$ cat config.mk
export PLATFORM = sky130hd
export DESIGN_NAME = moving_average_n_flat
export DESIGN_NICKNAME = d
export VERILOG_FILES = /design/src/rtl/moving_average_n_if.sv /design/src/rtl/moving_average_n.sv /design/src/flat_wrapper.sv
export SDC_FILE = /design/constraint.sdc
export NUM_CORES = 1
export LEC_CHECK = 0
export ABC_CLOCK_PERIOD_IN_PS = 4520
export CAP_MARGIN = 30
export CELL_PAD_IN_SITES_DETAIL_PLACEMENT = 1
export CELL_PAD_IN_SITES_GLOBAL_PLACEMENT = 1
export CORE_MARGIN = 1.5
export CORE_UTILIZATION = 35
export CTS_BUF_LIST = sky130_fd_sc_hd__clkbuf_8
export DETAILED_ROUTE_END_ITERATION = 10
export PLACE_DENSITY = 0.68
export SLEW_MARGIN = 5
export SYNTH_ARGS = -nofsm -noshare
export SYNTH_HDL_FRONTEND = slang
export SYNTH_SLANG_ARGS = --single-unit
export TNS_END_PERCENT = 30
$ cat constraint.sdc
create_clock -name system1000 -period 4.52 [get_ports system1000]
set_clock_uncertainty 0.15 [all_clocks]
set_input_delay 1.356 -clock system1000 [delete_from_list [all_inputs] [get_ports system1000]]
set_output_delay 1.356 -clock system1000 [all_outputs]
set_load 0.02 [all_outputs]
$ cat src/rtl/moving_average_n_if.sv
// Stream bundle between a sample source and the moving-average filter.
// The master drives samples and clear, and the slave (the filter) returns the average.
interface moving_average_n_if #(
    parameter int DATA_W = 8
);
    logic                     clear;
    logic                     in_valid;
    logic signed [DATA_W-1:0] in_data;
    logic                     out_valid;
    logic signed [DATA_W-1:0] out_data;
    logic                     out_full;

    modport master (
        output clear, in_valid, in_data,
        input  out_valid, out_data, out_full
    );

    modport slave (
        input  clear, in_valid, in_data,
        output out_valid, out_data, out_full
    );
endinterface

$ cat src/rtl/moving_average_n.sv
// Streaming moving-average filter over a window of 2^LOG2_DEPTH signed samples.
// The average is always sum/N. Missing samples in a partial window count as zero.
module moving_average_n #(
    parameter int DATA_W       = 8,
    parameter int LOG2_DEPTH   = 2,
    parameter bit EMIT_PARTIAL = 1'b1
) (
    input  logic               system1000,
    input  logic               system1000_rst,
    moving_average_n_if.slave  bus
);
    localparam int N      = 1 << LOG2_DEPTH;
    localparam int SUM_W  = DATA_W + LOG2_DEPTH;
    localparam int FILL_W = LOG2_DEPTH + 1;
    localparam logic [FILL_W-1:0] FILL_N = FILL_W'(N);

    logic signed [DATA_W-1:0]     buf_q [N];
    logic signed [SUM_W-1:0]      sum_q, sum_d;
    logic [LOG2_DEPTH-1:0]        wr_ptr_q, wr_ptr_d;
    logic [FILL_W-1:0]            fill_q, fill_d;
    logic                         out_valid_q, out_valid_d;
    logic signed [DATA_W-1:0]     out_data_q, out_data_d;
    logic                         out_full_q, out_full_d;

    logic signed [SUM_W-1:0]      base_sum, acc_sum;
    logic [LOG2_DEPTH-1:0]        base_ptr;
    logic [FILL_W-1:0]            base_fill, acc_fill;
    logic signed [DATA_W-1:0]     oldest;

    // Clear rewinds the window first, so a simultaneous sample starts a fresh window.
    always_comb begin
        base_sum  = bus.clear ? '0 : sum_q;
        base_ptr  = bus.clear ? '0 : wr_ptr_q;
        base_fill = bus.clear ? '0 : fill_q;
        oldest    = (base_fill == FILL_N) ? buf_q[base_ptr] : '0;
        acc_sum   = base_sum
                  + {{LOG2_DEPTH{bus.in_data[DATA_W-1]}}, bus.in_data}
                  - {{LOG2_DEPTH{oldest[DATA_W-1]}}, oldest};
        acc_fill  = (base_fill == FILL_N) ? FILL_N : base_fill + FILL_W'(1);
    end

    always_comb begin
        sum_d       = sum_q;
        wr_ptr_d    = wr_ptr_q;
        fill_d      = fill_q;
        out_valid_d = 1'b0;
        out_data_d  = out_data_q;
        out_full_d  = out_full_q;
        if (bus.in_valid) begin
            sum_d       = acc_sum;
            wr_ptr_d    = base_ptr + LOG2_DEPTH'(1);
            fill_d      = acc_fill;
            out_valid_d = EMIT_PARTIAL || (acc_fill == FILL_N);
            // Upper DATA_W bits of the sum are the arithmetic shift right by LOG2_DEPTH.
            out_data_d  = acc_sum[SUM_W-1:LOG2_DEPTH];
            out_full_d  = (acc_fill == FILL_N);
        end else if (bus.clear) begin
            sum_d      = '0;
            wr_ptr_d   = '0;
            fill_d     = '0;
            out_full_d = 1'b0;
        end
    end

    always_ff @(posedge system1000 or posedge system1000_rst) begin
        if (system1000_rst) begin
            sum_q       <= '0;
            wr_ptr_q    <= '0;
            fill_q      <= '0;
            out_valid_q <= 1'b0;
            out_data_q  <= '0;
            out_full_q  <= 1'b0;
        end else begin
            sum_q       <= sum_d;
            wr_ptr_q    <= wr_ptr_d;
            fill_q      <= fill_d;
            out_valid_q <= out_valid_d;
            out_data_q  <= out_data_d;
            out_full_q  <= out_full_d;
        end
    end

    // Sample storage needs no reset; entries beyond fill are never read.
    always_ff @(posedge system1000) begin
        if (bus.in_valid) begin
            buf_q[base_ptr] <= bus.in_data;
        end
    end

    assign bus.out_valid = out_valid_q;
    assign bus.out_data  = out_data_q;
    assign bus.out_full  = out_full_q;
endmodule

$ cat src/flat_wrapper.sv
// flat-port wrapper written by rule: the top's interface ports become plain ports
module moving_average_n_flat 
#(
    parameter int DATA_W       = 8,
    parameter int LOG2_DEPTH   = 2,
    parameter bit EMIT_PARTIAL = 1'b1
)
  (system1000, system1000_rst, bus_clear, bus_in_valid, bus_in_data, bus_out_valid, bus_out_data, bus_out_full);
  moving_average_n_if #(.DATA_W(DATA_W)) bus_i ();
  input  logic system1000;
  input  logic system1000_rst;
  input wire logic [$bits(bus_i.clear)-1:0] bus_clear;
  input wire logic [$bits(bus_i.in_valid)-1:0] bus_in_valid;
  input wire logic [$bits(bus_i.in_data)-1:0] bus_in_data;
  output wire logic [$bits(bus_i.out_valid)-1:0] bus_out_valid;
  output wire logic [$bits(bus_i.out_data)-1:0] bus_out_data;
  output wire logic [$bits(bus_i.out_full)-1:0] bus_out_full;
  assign bus_i.clear = bus_clear;
  assign bus_i.in_valid = bus_in_valid;
  assign bus_i.in_data = bus_in_data;
  assign bus_out_valid = bus_i.out_valid;
  assign bus_out_data = bus_i.out_data;
  assign bus_out_full = bus_i.out_full;
  moving_average_n #(.DATA_W(DATA_W), .LOG2_DEPTH(LOG2_DEPTH), .EMIT_PARTIAL(EMIT_PARTIAL)) u_core (.system1000(system1000), .system1000_rst(system1000_rst), .bus(bus_i));
endmodule
After elaboration in Yosys (flattened, before gate mapping). Memories as Yosys holds them, arrays and structs flattened. Index checks and enable logic that the tools add are counted.

Memory bits (writable): 32. Flip-flop bits (word level): 25. Logic and storage cells: 26. Memories: 1.

Reductions and logical operators: 1. Muxes and demuxes: 12. Equal/unequal tests: 2. Add/subtract/negate cells: 4.

Memory list: u_core.buf_q (words 4, width 8, read ports 1, clocked after Yosys merged registers in 0, write ports 1, RTL line moving_average_n.sv:17) `logic signed [DATA_W-1:0] buf_q [N];`.

Operator list (count): 10-bit 2-to-1 mux (2); 10-bit adder (1); 10-bit subtractor (1); 3-bit 2-to-1 mux (3); 8-bit 2-to-1 mux (1); 3-bit == test (second input constant) (2); 1-bit 2-to-1 mux (4); 2-bit 2-to-1 mux (2); 3-bit by 1-bit adder with 3-bit output (second input constant) (1); 2-bit by 1-bit adder with 2-bit output (second input constant) (1); 2-bit nonzero test (1).

Logic depth before layout (Yosys ltp).
Depth in word-level cells: 5. Mapped depth: 14.

Least setup slack after synthesis. OpenSTA, ideal clock, no wires.

Path kind: input to register. Start point: in bus_clear. End point: reg u_core.sum_q[9]. Slack: 0.125 ns. Buffers on the path: 3. Stages: 13. Arrival: 4.145 ns. Library setup time: 0.101 ns. Path through: nand2b_1 -> clkbuf_1 -> clkbuf_1 -> a211oi_1 -> fa_1 -> inv_1 -> ha_1 -> buf_6 -> a211oi_1 -> nor2_1 -> or4_1 -> mux2_2 -> o311ai_2.

Word-level cells in the longest chain between the ends: 5. Elaborated cells on any way between the ends: 9. Classes of those cells: add/sub: 2; eq/ne: 1; mux: 5; memory: 1.

Ends and longest elaborated chain: start: declaration (RTL line flat_wrapper.sv:12) `input wire logic [$bits(bus_i.clear)-1:0] bus_clear;`; branches (longest 4 deep; another with 10-bit adder); 10-bit 2-to-1 mux * (RTL line moving_average_n.sv:49) `if (bus.in_valid) begin`; named net u_core.sum_d[9] (RTL line moving_average_n.sv:18) `logic signed [SUM_W-1:0] sum_q, sum_d;`; end signal: assignment (RTL line moving_average_n.sv:74) `sum_q <= sum_d;`; end: declaration (RTL line moving_average_n.sv:18).

Mark *: on every way through the listed nets, which the timed path passes. A chain may end at the register's enable or synchronous reset.

Final worst setup path. Ends and elaborated chain as after synthesis.

==> impl_results.md <==
- Hold crit path type: flop to flop
- CTS tree: built
- CP Launch Type: input port
- Final period util: 94.7%
- Crit path capture type: flop
- Simple-Gate Fraction of Synth Area: 12.3%
- Main synth FF type: edfxtp_1
- Initial DRC count: 31
- Critical path's largest stage delay: 0.43 ns
- Core ar.: 8680 sq um
- Post-Route Utilization: 44.6%
- Total CTS buffers: 9
- Io pins: 22
- Die width: 97.2 microns
- Max-slew violation count: 0
- Final wirelength: 7.10 mm
- Largest family of logic cells by synthesized area: adder cells
- CP startpoint: bus_clear
- Critical Path AT: 4.37 ns
- Post-Syn Nets: 314
- Status: complete, no violations
- Xor/xnor share of the synthesized area: 1.93%
- Largest net degree at the start of global routing: 40
- Port Buf Inserts: 21
- Clk slew on worst S/H paths: 0.07 ns
- Synth Warn #: 0
- Req. time, crit path: 4.61 ns
- Worst slew margin: 60.5%
- Total die area: 9450 sq um
- Post-synth ARST share: 43.9%
- Post-synthesis adder-cell area fraction: 12.6%
- Cells after Synth: 276
- Final Hold Viols: 0
- Mean Syn Cell Area: 11.3 sq um
- Global-route wire length before repair: 12.1 mm
- Post-Place Cells: 426
- Endpoints failing setup: 0
- Vias/cell: 4.93
- Worst path cell trace: clkbuf_2 > nand2b_1 > ha_1 > nand3b_1 > buf_4 > a211o_1 > inv_1 > fa_1 > inv_1 > ha_1 > o21ai_0 > nor2_1 > or4_1 > mux2_2 > o311ai_2
- CP max stage cell: fa_1
- Antenna violations before repair: 0
- Clock root cell: clkbuf_8
- Setup TNS: 0 ns
- GP Congestion: 0.759
- TritonRoute pass-1 iters: 4
- GR Util All Layers: 16.6%
- Total grt overflow: 0
- Most frequent cells in the layout: 40 x inv_1, 32 x edfxtp_1, 31 x buf_4, 25 x dfrtp_1, 20 x clkdlybuf4s50_1
- WL per Instance: 16.1 microns
- Unrepaired setup endpoints after global routing: false
- Clock Sink Count: 57
- Worst-Margin Slew: 0.592 ns
- Synth Area in Compound Gates: 11.6%
- Sequential fraction of the synthesis area: 51.0%
- Clk Latency, worst-skew pair: 0.34 ns
- RR Endpoint: u_core.sum_q[9]
- Detail Route Antenna Nets: 0
- Syn Std Cell Area: 3110 sq um
- DPL Wire Length: 5.22 mm
- Syn-to-layout area delta: 24.4%
- Hold Startpoint: u_core.bus.out_data[3]
- PwrDens: 459 nW/um^2
- Layout cells sized above 1: 17.1%
- Worst hold path endpoint: u_core.bus.out_data[3]
- Hold depth: 2
- CTS Hold Bufs: 0
- Leading cell type in the layout, fill and taps excluded: inv_1
- CP Class: input port to flop
- Post-route minimum period: 4.28 ns
- Non-filler instance count after layout: 442
- Static Leak: 1.68 nW
- Starting Density: 35.8%
- Vias in the first global route: 2462
- R2R cell count: 13
- F_max: 234 MHz
- Mux cell area share after synthesis: 3.95%
- Worst Hold Slack: 0.348 ns
- ANT cells: 0
- Routed via count: 2180
- Post-CTS setup buffers: 0
- Rows: 34
- DRC viols: 0
- Post-DP Area: 3660 sq um
- NumNets Final: 367
- Clock buffer depth: 2
- Die Span Y: 97.2 microns
- Crit path buf inv count: 4
- Yosys cell types: 40
- Post-route cell area: 3870 sq um
- Reg-to-reg setup timing slack: 0.77 ns
- Reg2reg start: u_core.wr_ptr_q[0]
- Max-Cap Viols: 0
- Synthesis-stage register bit count: 57
- Post-synth EDFFs: 32
- Peak supply drop: 0.168 mV
- Critical path's top delay family: adder cells
- Number of H-tree levels: 3
- Crit Path Max Fanout: 7
-- cells in the mapped netlist (all sizes together) (3+ instances only) --
cell type	instances	area share [%]
mux2i	10	3.2
nand3	7	1.1
and2	4	0.81
dfrtp	25	20
fa	9	5.8
nor2	4	0.48
buf	4	0.81
inv	40	4.8
a21oi	8	1.3
nand2b	18	3.6
ha	17	6.8
nor2b	9	1.9
a211oi	18	4.3
a21o	3	0.72
nor3	3	0.48
o21ai	18	2.9
edfxtp	32	31
clkbuf	7	0.85
nand2	15	1.8
xnor2	5	1.7
-- stage by stage --
stage	setup slack, ns	power [mW]
global route	0.0175	1.90
detailed placement	-0.689	1.32
finish	0.240	1.78
CTS	0.0391	1.80
floorplan	0.125	1.05
global placement	-0.547	1.29
-- worst min-delay path: stages, from the launching register on --
cell and delay, ns:
dfrtp_1 0.35, nand2_1 0.05, o21ai_0 0.06
-- metal layers --
metal | vias up | global-route usage, % | wire length [microns] | share of wire, %
met2 | 18 | 28.2 | 3570 | 50
met5 | - | 0 | 0 | 0
met1 | 1090 | 20.3 | 3270 | 46
met3 | 10 | 4.68 | 144 | 2.0
met4 | 0 | 5.93 | 113 | 1.6
li1 | 1062 | - | - | -
-- flip-flops by register name (all words and copies together) (netlist names) --
| signal | count |
|---|---|
| u_core.sum_q | 10 |
| u_core.fill_q | 3 |
| u_core.bus.out_valid | 1 |
| u_core.bus.out_data | 8 |
| u_core.bus.out_full | 1 |
| u_core.buf_q | 32 |
| u_core.wr_ptr_q | 2 |
-- cells by family (layout without fill, tap and decap cells) --
group	Yosys count	in the layout
and+or+nand+nor	69	69
DFF	57	57
AOI/OAI and AO/OA	55	55
buffers and inverters	51	109
adders and majority gates	26	26
muxes	12	12
xor gates and xnor gates	6	6
-- how the worst max path moves through the flow --
| stage | cells past startpoint | slack [ns] | end |
|---|---|---|---|
| final | 15 | 0.24 | u_core.sum_q[9] |
| after global placement | 14 | -0.55 | u_core.sum_q[9] |
| after floorplan | 13 | 0.12 | u_core.sum_q[9] |
| after detailed placement | 16 | -0.69 | u_core.sum_q[8] |
| after CTS | 16 | 0.04 | u_core.bus.out_data[4] |
| after global routing | 16 | 0.02 | u_core.bus.out_data[4] |
-- area by class of cell --
class | count | area, sq um
Clock buffer | 9 | 124
Clock inverter | 7 | 61.3
Fill cell | 957 | 4810
Inverter | 40 | 150
Multi-Input combinational cell | 168 | 1350
Sequential cell | 57 | 1590
Tap cell | 108 | 135
Timing Repair Buffer | 53 | 465
-- timing repair --
action,4_1_cts,5_1_grt
pin swaps,0,0
resized for setup,6,2
setup endpoints to repair,12,8
-- report_power, final --
group | internal [mW] | switching (mW) | leakage [nW]
sequential | 0.636 | 0.0396 | 0.605
clock | 0.248 | 0.215 | 0.0877
combinational | 0.307 | 0.331 | 0.992
total | 1.19 | 0.585 | 1.68
No activity file was read; power rests on OpenSTA's default activity.
